`config.mk`:
```
export PLATFORM = sky130hd
export DESIGN_NAME = divider_512
export DESIGN_NICKNAME = d
export VERILOG_FILES = /design/src/rtl/div_pkg.sv /design/src/rtl/div_step_256.sv /design/src/rtl/divider_512.sv
export SDC_FILE = /design/constraint.sdc
export NUM_CORES = 2
export LEC_CHECK = 0
export BUFFER_PORTS_ARGS = -buffer_cell sky130_fd_sc_hd__buf_2
export CORE_AREA = 2 2 604 606
export CTS_BUF_LIST = sky130_fd_sc_hd__clkbuf_16
export CTS_CLUSTER_DIAMETER = 50
export CTS_CLUSTER_SIZE = 16
export DETAILED_ROUTE_END_ITERATION = 6
export DIE_AREA = 0 0 606 608
export HOLD_SLACK_MARGIN = 0.12
export PLACE_DENSITY = 0.4
export SYNTH_ARGS = -nofsm -noshare
export SYNTH_HDL_FRONTEND = slang
export SYNTH_SLANG_ARGS = --single-unit
export TNS_END_PERCENT = 1
```
`constraint.sdc`:
```
create_clock -name clk -period 4.85 [get_ports clk]
set_clock_uncertainty 0.2 [all_clocks]
set_input_delay 0.7275 -clock clk [delete_from_list [all_inputs] [get_ports clk]]
set_output_delay 0.7275 -clock clk [all_outputs]
set_load 0.005 [all_outputs]
```
`src/rtl/div_pkg.sv`:
```
// Shared widths, iteration count and FSM encoding for the 512/256 restoring divider.
package div_pkg;

  localparam int unsigned DIVIDEND_W = 512;
  localparam int unsigned DIVISOR_W  = 256;
  localparam int unsigned COUNT_W    = 9;
  localparam int unsigned LAST_ITER  = 511;

  typedef enum logic [1:0] {
    IDLE = 2'd0,
    CALC = 2'd1,
    DONE = 2'd2
  } state_t;

endpackage

```
`src/rtl/div_step_256.sv`:
```
// One restoring-division iteration: 257-bit trial subtract of the divisor from {pr, bit}.
module div_step_256
  import div_pkg::*;
(
  input  logic [DIVISOR_W-1:0] pr,
  input  logic                 in_bit,
  input  logic [DIVISOR_W-1:0] dv,
  output logic [DIVISOR_W-1:0] next_pr_c,
  output logic                 qbit_c
);

  logic [DIVISOR_W:0]   t;
  logic [DIVISOR_W-1:0] diff;

  // pr < dv keeps t < 2*dv, so t-dv always fits in 256 bits and only the low half is subtracted.
  always_comb begin
    t         = {pr, in_bit};
    qbit_c    = (t >= {1'b0, dv});
    diff      = t[DIVISOR_W-1:0] - dv;
    next_pr_c = qbit_c ? diff : t[DIVISOR_W-1:0];
  end

endmodule

```
`src/rtl/divider_512.sv`:
```
// Sequential 512/256 restoring divider with start/done handshake.
// Define DIV_QUOTIENT_EN to keep the 512-bit quotient register; otherwise quo is tied to 0.
module divider_512
  import div_pkg::*;
(
  input  logic                  clk,
  input  logic                  reset,
  input  logic                  start,
  input  logic [DIVIDEND_W-1:0] in1,
  input  logic [DIVISOR_W-1:0]  in2,
  output logic [DIVISOR_W-1:0]  out,
  output logic [DIVIDEND_W-1:0] quo,
  output logic                  done,
  output logic                  busy,
  output logic                  div_zero
);

  state_t                state;
  logic [DIVIDEND_W-1:0] sr;
  logic [DIVISOR_W-1:0]  pr;
  logic [DIVISOR_W-1:0]  dv;
  logic [COUNT_W-1:0]    count;
  logic [DIVISOR_W-1:0]  next_pr_c;
  logic                  qbit_c;
  logic [DIVIDEND_W-1:0] sr_next;

  div_step_256 u_step (
    .pr        (pr),
    .in_bit    (sr[DIVIDEND_W-1]),
    .dv        (dv),
    .next_pr_c (next_pr_c),
    .qbit_c    (qbit_c)
  );

  // Dividend bits leave at the top while quotient bits enter at the bottom.
  assign sr_next = {sr[DIVIDEND_W-2:0], qbit_c};

`ifndef DIV_QUOTIENT_EN
  assign quo = '0;
`endif

  always_ff @(posedge clk) begin
    if (reset) begin
      state    <= IDLE;
      out      <= '0;
      done     <= 1'b0;
      busy     <= 1'b0;
      div_zero <= 1'b0;
      count    <= '0;
      sr       <= '0;
      pr       <= '0;
      dv       <= '0;
`ifdef DIV_QUOTIENT_EN
      quo      <= '0;
`endif
    end else begin
      case (state)
        IDLE: begin
          done <= 1'b0;
          if (start) begin
            busy <= 1'b1;
            if (in2 != '0) begin
              sr       <= in1;
              dv       <= in2;
              pr       <= '0;
              count    <= '0;
              div_zero <= 1'b0;
              state    <= CALC;
            end else begin
              out      <= in1[DIVISOR_W-1:0];
              div_zero <= 1'b1;
`ifdef DIV_QUOTIENT_EN
              quo      <= '1;
`endif
              state    <= DONE;
            end
          end
        end
        CALC: begin
          pr    <= next_pr_c;
          sr    <= sr_next;
          count <= count + COUNT_W'(1);
          if (count == COUNT_W'(LAST_ITER)) begin
            out   <= next_pr_c;
`ifdef DIV_QUOTIENT_EN
            quo   <= sr_next;
`endif
            state <= DONE;
          end
        end
        DONE: begin
          done  <= 1'b1;
          busy  <= 1'b0;
          state <= IDLE;
        end
        default: begin
          done  <= 1'b0;
          busy  <= 1'b0;
          state <= IDLE;
        end
      endcase
    end
  end

endmodule

```
**Word level (Yosys, flattened, before mapping)**

Cells that the tools add are included.

- Bits in registers: 1,294
- Input bits: 771
- Output and inout port bits: 771

- Add/sub/neg operators: 2
- Magnitude comparators: 1
- Eq/ne operators: 7
- Muxes and demuxes: 22
- Bitwise operators: 1
- Reduce and logical (&&, ||, !) cells: 9

Operators by type and width:

| cell | count |
|---|---|
| two-way mux 256 bit | 6 |
| two-way mux 512 bit | 2 |
| case mux 256 bit (2 select lines) | 2 |
| case mux 512 bit (2 select lines) | 1 |
| >= comparator 257 x 256 -> 1 bit | 1 |
| nonzero test 256 bit | 1 |
| subtractor 256 bit | 1 |
| two-way mux 9 bit | 2 |
| case mux 9 bit (2 select lines) | 1 |
| adder 9 x 1 -> 9 bit (second input constant) | 1 |
| equality test 9 bit (second input constant) | 1 |
| inequality test 2 bit (second input constant) | 4 |
| two-way mux 2 bit | 3 |
| AND reduction 2 bit | 3 |
| AND reduction 3 bit | 2 |
| case mux 1 bit (2 select lines) | 2 |
| case mux 2 bit (2 select lines) | 1 |
| AND reduction 4 bit | 1 |
| equality test 2 x 1 -> 1 bit (second input constant) | 1 |
| equality test 2 bit (second input constant) | 1 |
| zero test 2 bit | 1 |
| two-way mux 1 bit | 2 |
| nonzero test 2 bit | 1 |
| inverter 1 bit | 1 |

**Depth between registers and ports, before layout**

- Depth in word-level cells: 4
- Gate-level depth with buffers: 18

**Hierarchy**

A second synthesis with hierarchy kept.

- Cell total of the unflattened synthesis: 10,779
- Area total of the unflattened synthesis: 81,172.9 um^2

By module, submodules not included:

| module | instances | cells each | area each (um^2) | seq. area each (um^2) |
|---|---|---|---|---|
| divider_512 | 1 | 6,856 | 58,164.5 | 25,904.8 |
| div_step_256 | 1 | 3,923 | 23,008.3 | 0.0 |

**Worst setup path before layout**

OpenSTA, ideal clock, no wires.

- Path kind: reg2reg
- Start point: register sr[511]
- End point: register out[242]
- Setup time: 0.120 ns
- Arrival time: 3.476 ns
- Data required time: 4.530 ns
- Slack: 1.054 ns
- Stages on the path, launching flop included: 17
- Path buffers: 0
- Clock period less this slack: 3.796 ns
- Path through: dfxtp_1 inv_1 ha_1 inv_1 fa_1 a21o_1 a221o_1 a21o_1 a211oi_1 o21ai_1 a32o_1 o21ai_1 nand3_1 a41oi_1 or2_2 a221oi_1 a211o_1

- Cells in the longest elaborated chain, start to end: 4
- Elaborated cells between the ends (all ways): 5
- Classes of those cells: add/sub: 1; order compare: 1; mux: 3

Ends and longest elaborated chain:

| element | RTL line | RTL |
|---|---|---|
| start, declared | divider_512.sv:19 | `logic [DIVIDEND_W-1:0] sr;` |
| start signal, assigned | divider_512.sv:63 | `sr <= in1;` |
| start signal, assigned | divider_512.sv:81 | `sr <= sr_next;` |
| subtractor 256 bit or >= comparator 257 x 256 -> 1 bit (tied branches) | div_step_256.sv:19, div_step_256.sv:18 |  |
| two-way mux 256 bit (*) | div_step_256.sv:20 | `next_pr_c = qbit_c ? diff : t[DIVISOR_W-1:0];` |
| two-way mux 256 bit (*) | divider_512.sv:83 | `if (count == COUNT_W'(LAST_ITER)) begin` |
| case mux 256 bit (2 select lines) (*) | divider_512.sv:57 | `case (state)` |
| end signal, assigned | divider_512.sv:70 | `out <= in1[DIVISOR_W-1:0];` |
| end signal, assigned | divider_512.sv:84 | `out <= next_pr_c;` |
| end, declared | divider_512.sv:11 | `output logic [DIVISOR_W-1:0] out,` |

Mark *: on every way between the ends. The rest lies on a longest branch, timed or not. The select of a mux whose other input is x is not followed.
A chain may end at the register's enable or synchronous reset.

**Worst setup path in the final report**

- Start point: register dv[98]
- End point: register pr[254]

- Cells in the longest elaborated chain, start to end: 3
- Elaborated cells between the ends (all ways): 4
- Classes of those cells: add/sub: 1; order compare: 1; mux: 2

Ends and longest elaborated chain:

| element | RTL line | RTL |
|---|---|---|
| start, declared | divider_512.sv:21 | `logic [DIVISOR_W-1:0] dv;` |
| start signal, assigned | divider_512.sv:64 | `dv <= in2;` |
| subtractor 256 bit or >= comparator 257 x 256 -> 1 bit (tied branches) | div_step_256.sv:19, div_step_256.sv:18 |  |
| two-way mux 256 bit (*) | div_step_256.sv:20 |  |
| case mux 256 bit (2 select lines) (*) | divider_512.sv:57 |  |
| end signal, assigned | divider_512.sv:80 | `pr <= next_pr_c;` |
| end, declared | divider_512.sv:20 | `logic [DIVISOR_W-1:0] pr;` |

Mark *: on every way between the ends. The rest lies on a longest branch, timed or not.

==> results_dict.tcl <==
set metrics [dict create \
    status "finished clean" \
    setup_viol 0 \
    synth_compound_area_share_pct 25.96 \
    port_buffers 1029 \
    startpoint_type "register" \
    wl_per_cell_um 27.53 \
    drc 0 \
    ys_ff_latch 1294 \
    ant_nets 0 \
    numCtsBuffers 218 \
    synth_top_family_by_area "compound AO/OA/AOI/OAI gates" \
    clockPowerShare_pct 33.6 \
    clockBufferDepth 4 \
    crit_chain "inv_1 -> ha_1 -> buf_4 -> nand4_1 -> nor4_2 -> buf_4 -> nand4_1 -> nor2_2 -> nor4b_2 -> a211oi_2 -> buf_4 -> a311o_1 -> buf_4 -> a211o_1 -> nand3_2 -> a41oi_1 -> mux2_2 -> a221o_1" \
    layout_setup_ws_ps 12.90 \
    slowest_stage "a311o_1" \
    io_pins 1542 \
    endpoint_kind "register" \
    preCtsSetupSlack_ps -628.4 \
    path_class "register to register" \
    holdWs_ps 173.0 \
    grt_use_total_pct 26.01 \
    antenna_found_initial 69 \
    dieArea_mm2 0.3684 \
    yosysMostFrequentCell "nand2_1" \
    grt_pass1_wl_mm 686.1 \
    drv_cap 0 \
    min_period_ps 4837 \
    utilization_pct 30.62 \
    core_mm2 0.3617 \
    critPathMostFrequentCell "buf_4" \
    p_int_mw 28.93 \
    setup_tns_ps 0 \
    finalNonFillerCells 18320 \
    grt_pass1_vias 86120 \
    row_count 221 \
    hold_start "sr[316]" \
    finalCritPeriodShare_pct 99.73 \
    synthFlopType "dfxtp_1" \
    dp.cells 17090 \
    placed_cell_area_mm2 0.09462 \
    yosys_warnings 0 \
    ir_drop_v 0.0002866 \
    dpl.hpwl_mm 413.4 \
    gp_congestion 1.030 \
    postSynthAreaPerCell_um2 7.180 \
    clk_pin_slew_ps 60 \
    netlist_instances 10940 \
    critPathMaxFanout 5 \
    fmaxAchievable_ghz 0.2067 \
    start_util_pct 21.72 \
    clkLatencyLatePin_ps 940 \
    max_stage_delay_ps 380 \
    synth_area_leaders "dfxtp_1, nand2_1, a21oi_1" \
    p_leak_nw 47.11 \
    synth_async_sr_flop_share_pct 0 \
    seq_area_frac_synth_pct 32.97 \
    via_count 91590 \
    r2r-start "dv[98]" \
    slew_headroom_pct 20.19 \
    area_delta_synth_final_pct 40.94 \
    ctsRootBufferMaster "clkbuf_16" \
    synth_top_area_share_pct 32.97 \
    synth_cell_types 101 \
    power_density_mw_per_mm2 448.1 \
    synth-simple-area-share_pct 22.69 \
    final_cell_area_mm2 0.1107 \
    netlist_area_mm2 0.07857 \
    fin_nets 14310 \
    die_y_um 608 \
    p_sw_share_pct 41.69 \
    cp-startpoint "dv[98]" \
    synth_edf_count 0 \
    hold_viol_final 0 \
    final_layout_size_suffix_gt1_share_pct 20.63 \
    drv_slew 0 \
    wirelength_mm 504.3 \
    max_slew.worst_pin.slew_ps 1192 \
    post_drt_via_cell_ratio 5.000 \
    synth-xor-area-share_pct 2.631 \
    power_mw 49.62 \
    yosysTopAreaCell "dfxtp_1" \
    grt_max_degree 167 \
    synth_commonest_cells "nand2_1, dfxtp_1, a21oi_1, nor2_1, o21ai_0" \
    p_comb_share_pct 42.1 \
    numClockSinks 1294 \
    power_frac_seq_pct 24.3 \
    rsz0062_at_grt "yes" \
    h-tree-depth 4 \
    yosys.area_share.adder_pct 4.134 \
    first_pass_iters 6 \
    hp-class "register to register" \
    chipWidth_um 606 \
    drtIter0Drc 9430 \
    cts_tree "built" \
    crit_arrival_ps 5440 \
    globalRouteOverflowTotal 0 \
    cp_data_required_time_ps 5450 \
    synthMuxAreaShare_pct 0.7213 \
    p_sw_mw 20.69 \
]
==> critical path, delay by kind of cell (launching register included) <==
family	cells	cell delay [ps]
muxes	1	290
buffers and inverters	5	720
AOI/OAI and AO/OA	5	1280
and+or+nand+nor	6	1560
adders and majority gates	1	370
DFF	1	320
==> layer usage <==
layer | routed length, um | share of wire [%] | global-route usage, %
met1 | 228700 | 45 | 36.10
met2 | 214800 | 43 | 39.28
met3 | 34740 | 6.9 | 4.137
met4 | 25950 | 5.1 | 11.69
met5 | 165 | 0.033 | 0
==> registers in the layout, summed over array words and instances, names as in the netlist <==
signal	count
done	1
out	256
pr	256
sr	512
dv	256
count	9
div_zero	1
state	2
busy	1
==> layout make-up <==
class,instances,area (um2)
fill,39920,250900
inverter,357,1345
antenna,56,140.1
tap,4794,5998
multi-input combinational,8466,46830
sequential,1294,25900
clock inverter,186,2192
clock buffer,220,5505
timing repair buffer,2945,22830
==> worst paths after layout <==
| kind | to | slack (ps) | cells past startpoint |
|---|---|---|---|
| setup reg to reg | pr[254] | 10 | 18 |
| hold reg to reg | sr[317] | 170 | 2 |
| setup / recovery | pr[254] | 10 | 18 |
| hold / removal | sr[317] | 170 | 2 |
==> cell usage in the layout, fill, tap and decap left out, types with 156 or more instances in the layout <==
cell type / n
a311oi_1: 518
clkbuf_16: 220
nor2_1: 977
inv_1: 369
o21ai_0: 695
ha_1: 246
buf_2: 1028
dfxtp_1: 1294
nand2_1: 2384
a31oi_1: 156
a21oi_1: 1049
nand4_1: 237
dlygate4sd3_1: 757
buf_4: 1046
conb_1: 512
==> kinds of logic after synthesis <==
logic type / after synthesis
DFF: 1294
buffers and inverters: 1695
and+or+nand+nor: 4205
other: 1
muxes: 56
adders and majority gates: 259
xor gates and xnor gates: 236
AOI/OAI and AO/OA: 3198
==> power by group through the flow <==
| stage | combinational [mW] | clock, mW | sequential [mW] |
|---|---|---|---|
| after floorplan | 9.81 | 0 | 12.0 |
| after global placement | 19.6 | 0 | 12.2 |
| after detailed placement | 19.4 | 0 | 12.3 |
| after CTS | 20.1 | 17.0 | 12.0 |
| after global routing | 21.9 | 17.4 | 12.1 |
| final | 20.9 | 16.7 | 12.1 |
==> timing repair <==
item / in CTS / in global routing
resized for setup: 36 / 108
endpoints found under the hold margin: 916 / 0
pin swaps: 4 / 29
endpoints found under the setup margin: 375 / 232
gates cloned: 0 / 0
setup buffers: 1 / 10
hold buffers: 757 / 0
Power figures use the tool's default switching activity.
